### config.mk
export PLATFORM = sky130hd
export DESIGN_NAME = cmos_halfbridge_driver
export DESIGN_NICKNAME = d
export VERILOG_FILES = /design/src/rtl/cmos_halfbridge_driver_pkg.sv /design/src/rtl/cmos_halfbridge_driver_dead_time_counter.sv /design/src/rtl/cmos_halfbridge_driver.sv
export SDC_FILE = /design/constraint.sdc
export NUM_CORES = 1
export LEC_CHECK = 0
export CAP_MARGIN = 0
export CORE_ASPECT_RATIO = 0.6
export CORE_MARGIN = 2
export CORE_UTILIZATION = 47
export DETAILED_ROUTE_END_ITERATION = 12
export PLACE_DENSITY = 0.75
export SYNTH_ARGS = -nofsm -noshare
export SYNTH_HDL_FRONTEND = slang
export SYNTH_SLANG_ARGS = --single-unit
### constraint.sdc
create_clock -name clk -period 2.1 [get_ports clk]
set_clock_uncertainty 0.05 [all_clocks]
set_input_delay 0.315 -clock clk [delete_from_list [all_inputs] [get_ports clk]]
set_output_delay 0.315 -clock clk [all_outputs]
set_load 0.05 [all_outputs]
### src/rtl/cmos_halfbridge_driver_pkg.sv
// Shared encodings for the half-bridge gate driver: FSM states, gate levels
// and the dead-time reload helper.
package cmos_halfbridge_driver_pkg;

  localparam logic [2:0] ST_OFF    = 3'd0;
  localparam logic [2:0] ST_DEAD_H = 3'd1;
  localparam logic [2:0] ST_HIGH   = 3'd2;
  localparam logic [2:0] ST_DEAD_L = 3'd3;
  localparam logic [2:0] ST_LOW    = 3'd4;

  localparam logic PMOS_ON  = 1'b0;
  localparam logic PMOS_OFF = 1'b1;
  localparam logic NMOS_ON  = 1'b1;
  localparam logic NMOS_OFF = 1'b0;

  // A zero dead time would allow shoot-through, so it is clamped to one cycle.
  function automatic int dead_load(input int cycles);
    return (cycles < 1) ? 0 : cycles - 1;
  endfunction

endpackage

### src/rtl/cmos_halfbridge_driver_dead_time_counter.sv
// Loadable down-counter with zero flag used to time the both-off interval.
module dead_time_counter #(
  parameter int CNT_W = 8
) (
  input  logic             clk,
  input  logic             reset,
  input  logic             load,
  input  logic [CNT_W-1:0] load_val,
  input  logic             dec,
  input  logic             clr,
  output logic             zero
);

  logic [CNT_W-1:0] count;

  always_ff @(posedge clk or posedge reset) begin
    if (reset) begin
      count <= '0;
    end else if (clr) begin
      count <= '0;
    end else if (load) begin
      count <= load_val;
    end else if (dec && (count != '0)) begin
      count <= count - 1'b1;
    end
  end

  assign zero = (count == '0);

endmodule

### src/rtl/cmos_halfbridge_driver.sv
// Break-before-make gate controller for a PMOS high-side / NMOS low-side pair.
// state   | meaning
// OFF     | both devices off, waiting for enable
// DEAD_H  | both off, timing dead band before PMOS turn-on
// HIGH    | PMOS conducting
// DEAD_L  | both off, timing dead band before NMOS turn-on
// LOW     | NMOS conducting
module cmos_halfbridge_driver
  import cmos_halfbridge_driver_pkg::*;
#(
  parameter int DEAD_CYCLES = 4,
  parameter int CNT_W       = 8,
  parameter int SW_W        = 16
) (
  input  logic            clk,
  input  logic            reset,
  input  logic            en,
  input  logic            in_level,
  output logic            pmos_gate,
  output logic            nmos_gate,
  output logic [2:0]      state,
  output logic            busy,
  output logic [SW_W-1:0] sw_count
);

  localparam logic [CNT_W-1:0] RELOAD = CNT_W'(dead_load(DEAD_CYCLES));

  logic [2:0] state_nxt;
  logic       cnt_load;
  logic       cnt_dec;
  logic       cnt_clr;
  logic       cnt_zero;
  logic       turn_on;

  dead_time_counter #(.CNT_W(CNT_W)) u_dead (
    .clk      (clk),
    .reset    (reset),
    .load     (cnt_load),
    .load_val (RELOAD),
    .dec      (cnt_dec),
    .clr      (cnt_clr),
    .zero     (cnt_zero)
  );

  always_comb begin
    state_nxt = state;
    cnt_load  = 1'b0;
    cnt_dec   = 1'b0;
    cnt_clr   = 1'b0;
    turn_on   = 1'b0;
    if (!en) begin
      state_nxt = ST_OFF;
      cnt_clr   = 1'b1;
    end else begin
      case (state)
        ST_OFF: begin
          state_nxt = in_level ? ST_DEAD_H : ST_DEAD_L;
          cnt_load  = 1'b1;
        end
        ST_DEAD_H: begin
          if (!in_level) begin
            state_nxt = ST_DEAD_L;
            cnt_load  = 1'b1;
          end else if (cnt_zero) begin
            state_nxt = ST_HIGH;
            turn_on   = 1'b1;
          end else begin
            cnt_dec = 1'b1;
          end
        end
        ST_HIGH: begin
          if (!in_level) begin
            state_nxt = ST_DEAD_L;
            cnt_load  = 1'b1;
          end
        end
        ST_DEAD_L: begin
          if (in_level) begin
            state_nxt = ST_DEAD_H;
            cnt_load  = 1'b1;
          end else if (cnt_zero) begin
            state_nxt = ST_LOW;
            turn_on   = 1'b1;
          end else begin
            cnt_dec = 1'b1;
          end
        end
        ST_LOW: begin
          if (in_level) begin
            state_nxt = ST_DEAD_H;
            cnt_load  = 1'b1;
          end
        end
        default: begin
          state_nxt = ST_OFF;
          cnt_clr   = 1'b1;
        end
      endcase
    end
  end

  // Gates are registered from the next state so turn-off lands on the sampling edge.
  always_ff @(posedge clk or posedge reset) begin
    if (reset) begin
      state     <= ST_OFF;
      pmos_gate <= PMOS_OFF;
      nmos_gate <= NMOS_OFF;
      busy      <= 1'b0;
      sw_count  <= '0;
    end else begin
      state     <= state_nxt;
      pmos_gate <= (state_nxt == ST_HIGH) ? PMOS_ON : PMOS_OFF;
      nmos_gate <= (state_nxt == ST_LOW) ? NMOS_ON : NMOS_OFF;
      busy      <= (state_nxt == ST_DEAD_H) || (state_nxt == ST_DEAD_L);
      sw_count  <= sw_count + {{(SW_W-1){1'b0}}, turn_on};
    end
  end

endmodule

==> flow_summary.json <==
{
  "drtAntennaViolNets": 0,
  "worst_pin_slew_ns": 0.515,
  "yosysWarningCount": 0,
  "synthesis.area_um2": 1510,
  "chipWidth_um": 77.3,
  "core_um2": 2970,
  "rsz0062_at_grt": "true",
  "total_negative_slack_ns": -0.364,
  "seq_area_frac_synth_pct": 49.7,
  "layout_commonest_cell": "sky130_fd_sc_hd__buf_4",
  "clock_sink_count": 30,
  "rows": 15,
  "grt_overflow": 0,
  "finish.net_count": 208,
  "syn_to_final_growth_pct": 48.7,
  "drc": 0,
  "critPathKind": "flip-flop to flip-flop",
  "synth_enable_flop_cells": 0,
  "clock-root-buffer": "sky130_fd_sc_hd__clkbuf_8",
  "grt_antenna_before_repair": 0,
  "max-slew-margin-rel_pct": 65.6,
  "critical_path_required_ns": 2.25,
  "place.port_buffers": 25,
  "cts_made_buffers": 5,
  "async_reset_ff_share_pct": 100,
  "first_pass_iters": 4,
  "utilization_pct": 75.9,
  "postSynth.topFlopCell": "sky130_fd_sc_hd__dfrtp_1",
  "cellLeakagePower_uw": 0.000979,
  "global_route_wire_length_before_repair_um": 6560,
  "fmaxAchievable_ghz": 0.444,
  "1st_iter_drt_viols": 147,
  "drt-wirelength-per-cell_um": 18.3,
  "first_global_vias": 1313,
  "syn_inst": 143,
  "nature_of_the_critical_path_startpoint": "flip-flop",
  "slew_violations": 0,
  "timing.final.crit_period_ns": 2.25,
  "finalHoldWorstSlack_ns": 0.360,
  "synth.lib_cells_used.distinct": 43,
  "clockBufferDepth": 2,
  "report.final.setup_viol": 8,
  "routed_via_density": 5.71,
  "gr-usage-all-layers_pct": 24.5,
  "hold_viol_final": 0,
  "worst-endpoint-arrival_ns": 2.40,
  "initial_utilization_pct": 51.1,
  "route.final.wire_length_um": 4460,
  "clock_network_latency_to_the_later_pin_of_the_worst_skew_pair_ns": 0.29,
  "vdd_drop_max_v": 0.000715,
  "max-cap-violations": 0,
  "place.detailed.hpwl_um": 2720,
  "antenna_cells_inserted": 0,
  "min-delay-path-class": "input port to asynchronous set/reset pin",
  "timing.final.crit_share_pct": 107,
  "ys_ff_latch": 30,
  "endpoint_kind": "flip-flop",
  "synth_fp_nets": 150,
  "mostFrequentLayoutCells": "29 x sky130_fd_sc_hd__buf_4, 26 x sky130_fd_sc_hd__dfrtp_1, 25 x sky130_fd_sc_hd__clkdlybuf4s50_1",
  "grt_max_degree": 31,
  "worstPathMaxFanout": 3,
  "outcome": "finished with violations",
  "die_y_um": 48.0,
  "gp_congestion": 0.872,
  "cts-htree-levels": 2,
  "postSynthAreaPerCell_um2": 10.6,
  "pin_count": 26,
  "post_route_cells_drive_above_1_share_pct": 30.7,
  "tritoncts": "yes",
  "failed_checks": "negative setup slack",
  "cts.clk_slew.worst_paths_ns": 0.07,
  "cts_hold_buffers": 0,
  "dr_total_vias": 1394,
  "total_power_uw": 1940,
  "power_per_cell_area_nw_per_um2": 863,
  "final_worst_setup_slack_ns": -0.151,
  "pre_cts_slack_ns": -0.108,
  "die_area_um2": 3710
}
[worst max-delay path, stage by stage (launching register included)]
cell and delay, ns:
sky130_fd_sc_hd__dfrtp_1 0.40, sky130_fd_sc_hd__inv_2 0.09, sky130_fd_sc_hd__ha_4 0.13, sky130_fd_sc_hd__nor3b_4 0.21, sky130_fd_sc_hd__nand2_2 0.09, sky130_fd_sc_hd__nor3_2 0.20
sky130_fd_sc_hd__ha_2 0.23, sky130_fd_sc_hd__buf_4 0.12, sky130_fd_sc_hd__ha_4 0.15, sky130_fd_sc_hd__nand3_4 0.12, sky130_fd_sc_hd__nor3_2 0.18, sky130_fd_sc_hd__xor2_1 0.21
[kinds of logic after synthesis]
family          after synthesis  share of synthesized area, %
fa+ha+maj                     3                          2.48
buf+inv                       9                          2.56
xor+xnor                     19                          11.0
mux                           3                          2.07
simple gates                 62                          23.9
flops                        30                          49.7
compound gates               17                          8.35
[routing by layer]
layer / vias to the layer above / GRT usage (%) / part of all wire [%]
li1: 624 / - / -
met1: 676 / 32.6 / 45
met2: 71 / 38.4 / 45
met3: 23 / 6.42 / 5.6
met4: 0 / 12.1 / 4.4
met5: - / 0 / 0
[cell type report]
class                      count  area, um^2
inverter                       5        18.8
fill                         194         714
clock buffer                   8         110
tap                           42        52.6
sequential                    30         756
multi-input combinational    104         835
timing repair buffer          55         479
[where the power goes]
group	internal, uW	switching [uW]
Clock	331	227
Combinational	278	378
Sequential	638	90.3
Total	1250	696
[registers in the layout (all words and copies together), names as in the netlist]
signal / cells
busy: 1
pmos_gate: 1
sw_count: 16
state: 3
u_dead.count: 8
nmos_gate: 1
[synthesized netlist by cell type (3+ instances only)]
cell / n / area share (%)
sky130_fd_sc_hd__nor2b_1: 3 / 1.2
sky130_fd_sc_hd__xnor2_1: 9 / 5.2
sky130_fd_sc_hd__xor2_1: 10 / 5.8
sky130_fd_sc_hd__dfrtp_1: 29 / 48
sky130_fd_sc_hd__nor3b_1: 4 / 2.0
sky130_fd_sc_hd__nor3_1: 6 / 2.0
sky130_fd_sc_hd__nand2_1: 11 / 2.7
sky130_fd_sc_hd__ha_1: 3 / 2.5
sky130_fd_sc_hd__a21oi_1: 4 / 1.3
sky130_fd_sc_hd__nor2_1: 10 / 2.5
sky130_fd_sc_hd__inv_1: 5 / 1.2
sky130_fd_sc_hd__nand4_1: 4 / 1.7
sky130_fd_sc_hd__nand3_1: 7 / 2.3
[stage by stage]
| step | std cells | instance area [um^2] |
|---|---|---|
| floorplan | 143 | 1560 |
| finish | 244 | 2250 |
| detailed placement | 228 | 2000 |
| global route | 244 | 2250 |
| CTS | 237 | 2130 |
| global placement | 228 | 2000 |
[path summary, 6_finish.rpt]
| check | from | endpoint | slack, ns | cells after the start |
|---|---|---|---|---|
| worst max-delay path | u_dead.count[1] | sw_count[14] | -0.15 | 11 |
| worst min-delay path | reset | sw_count[5] | 0.36 | 3 |
| worst max register to register | u_dead.count[1] | sw_count[14] | -0.15 | 11 |
| worst min register to register | sw_count[15] | sw_count[15] | 0.43 | 1 |
| max in group asynchronous | reset | pmos_gate | 1.32 | 3 |
| min in group clk | sw_count[15] | sw_count[15] | 0.43 | 1 |
[timing repair]
item	CTS	global route
gates resized for setup	2	15
pin swaps	5	10
cloned	0	0
setup buffers	1	7
setup endpoints to repair	8	16
Power figures use the tool's default switching activity.
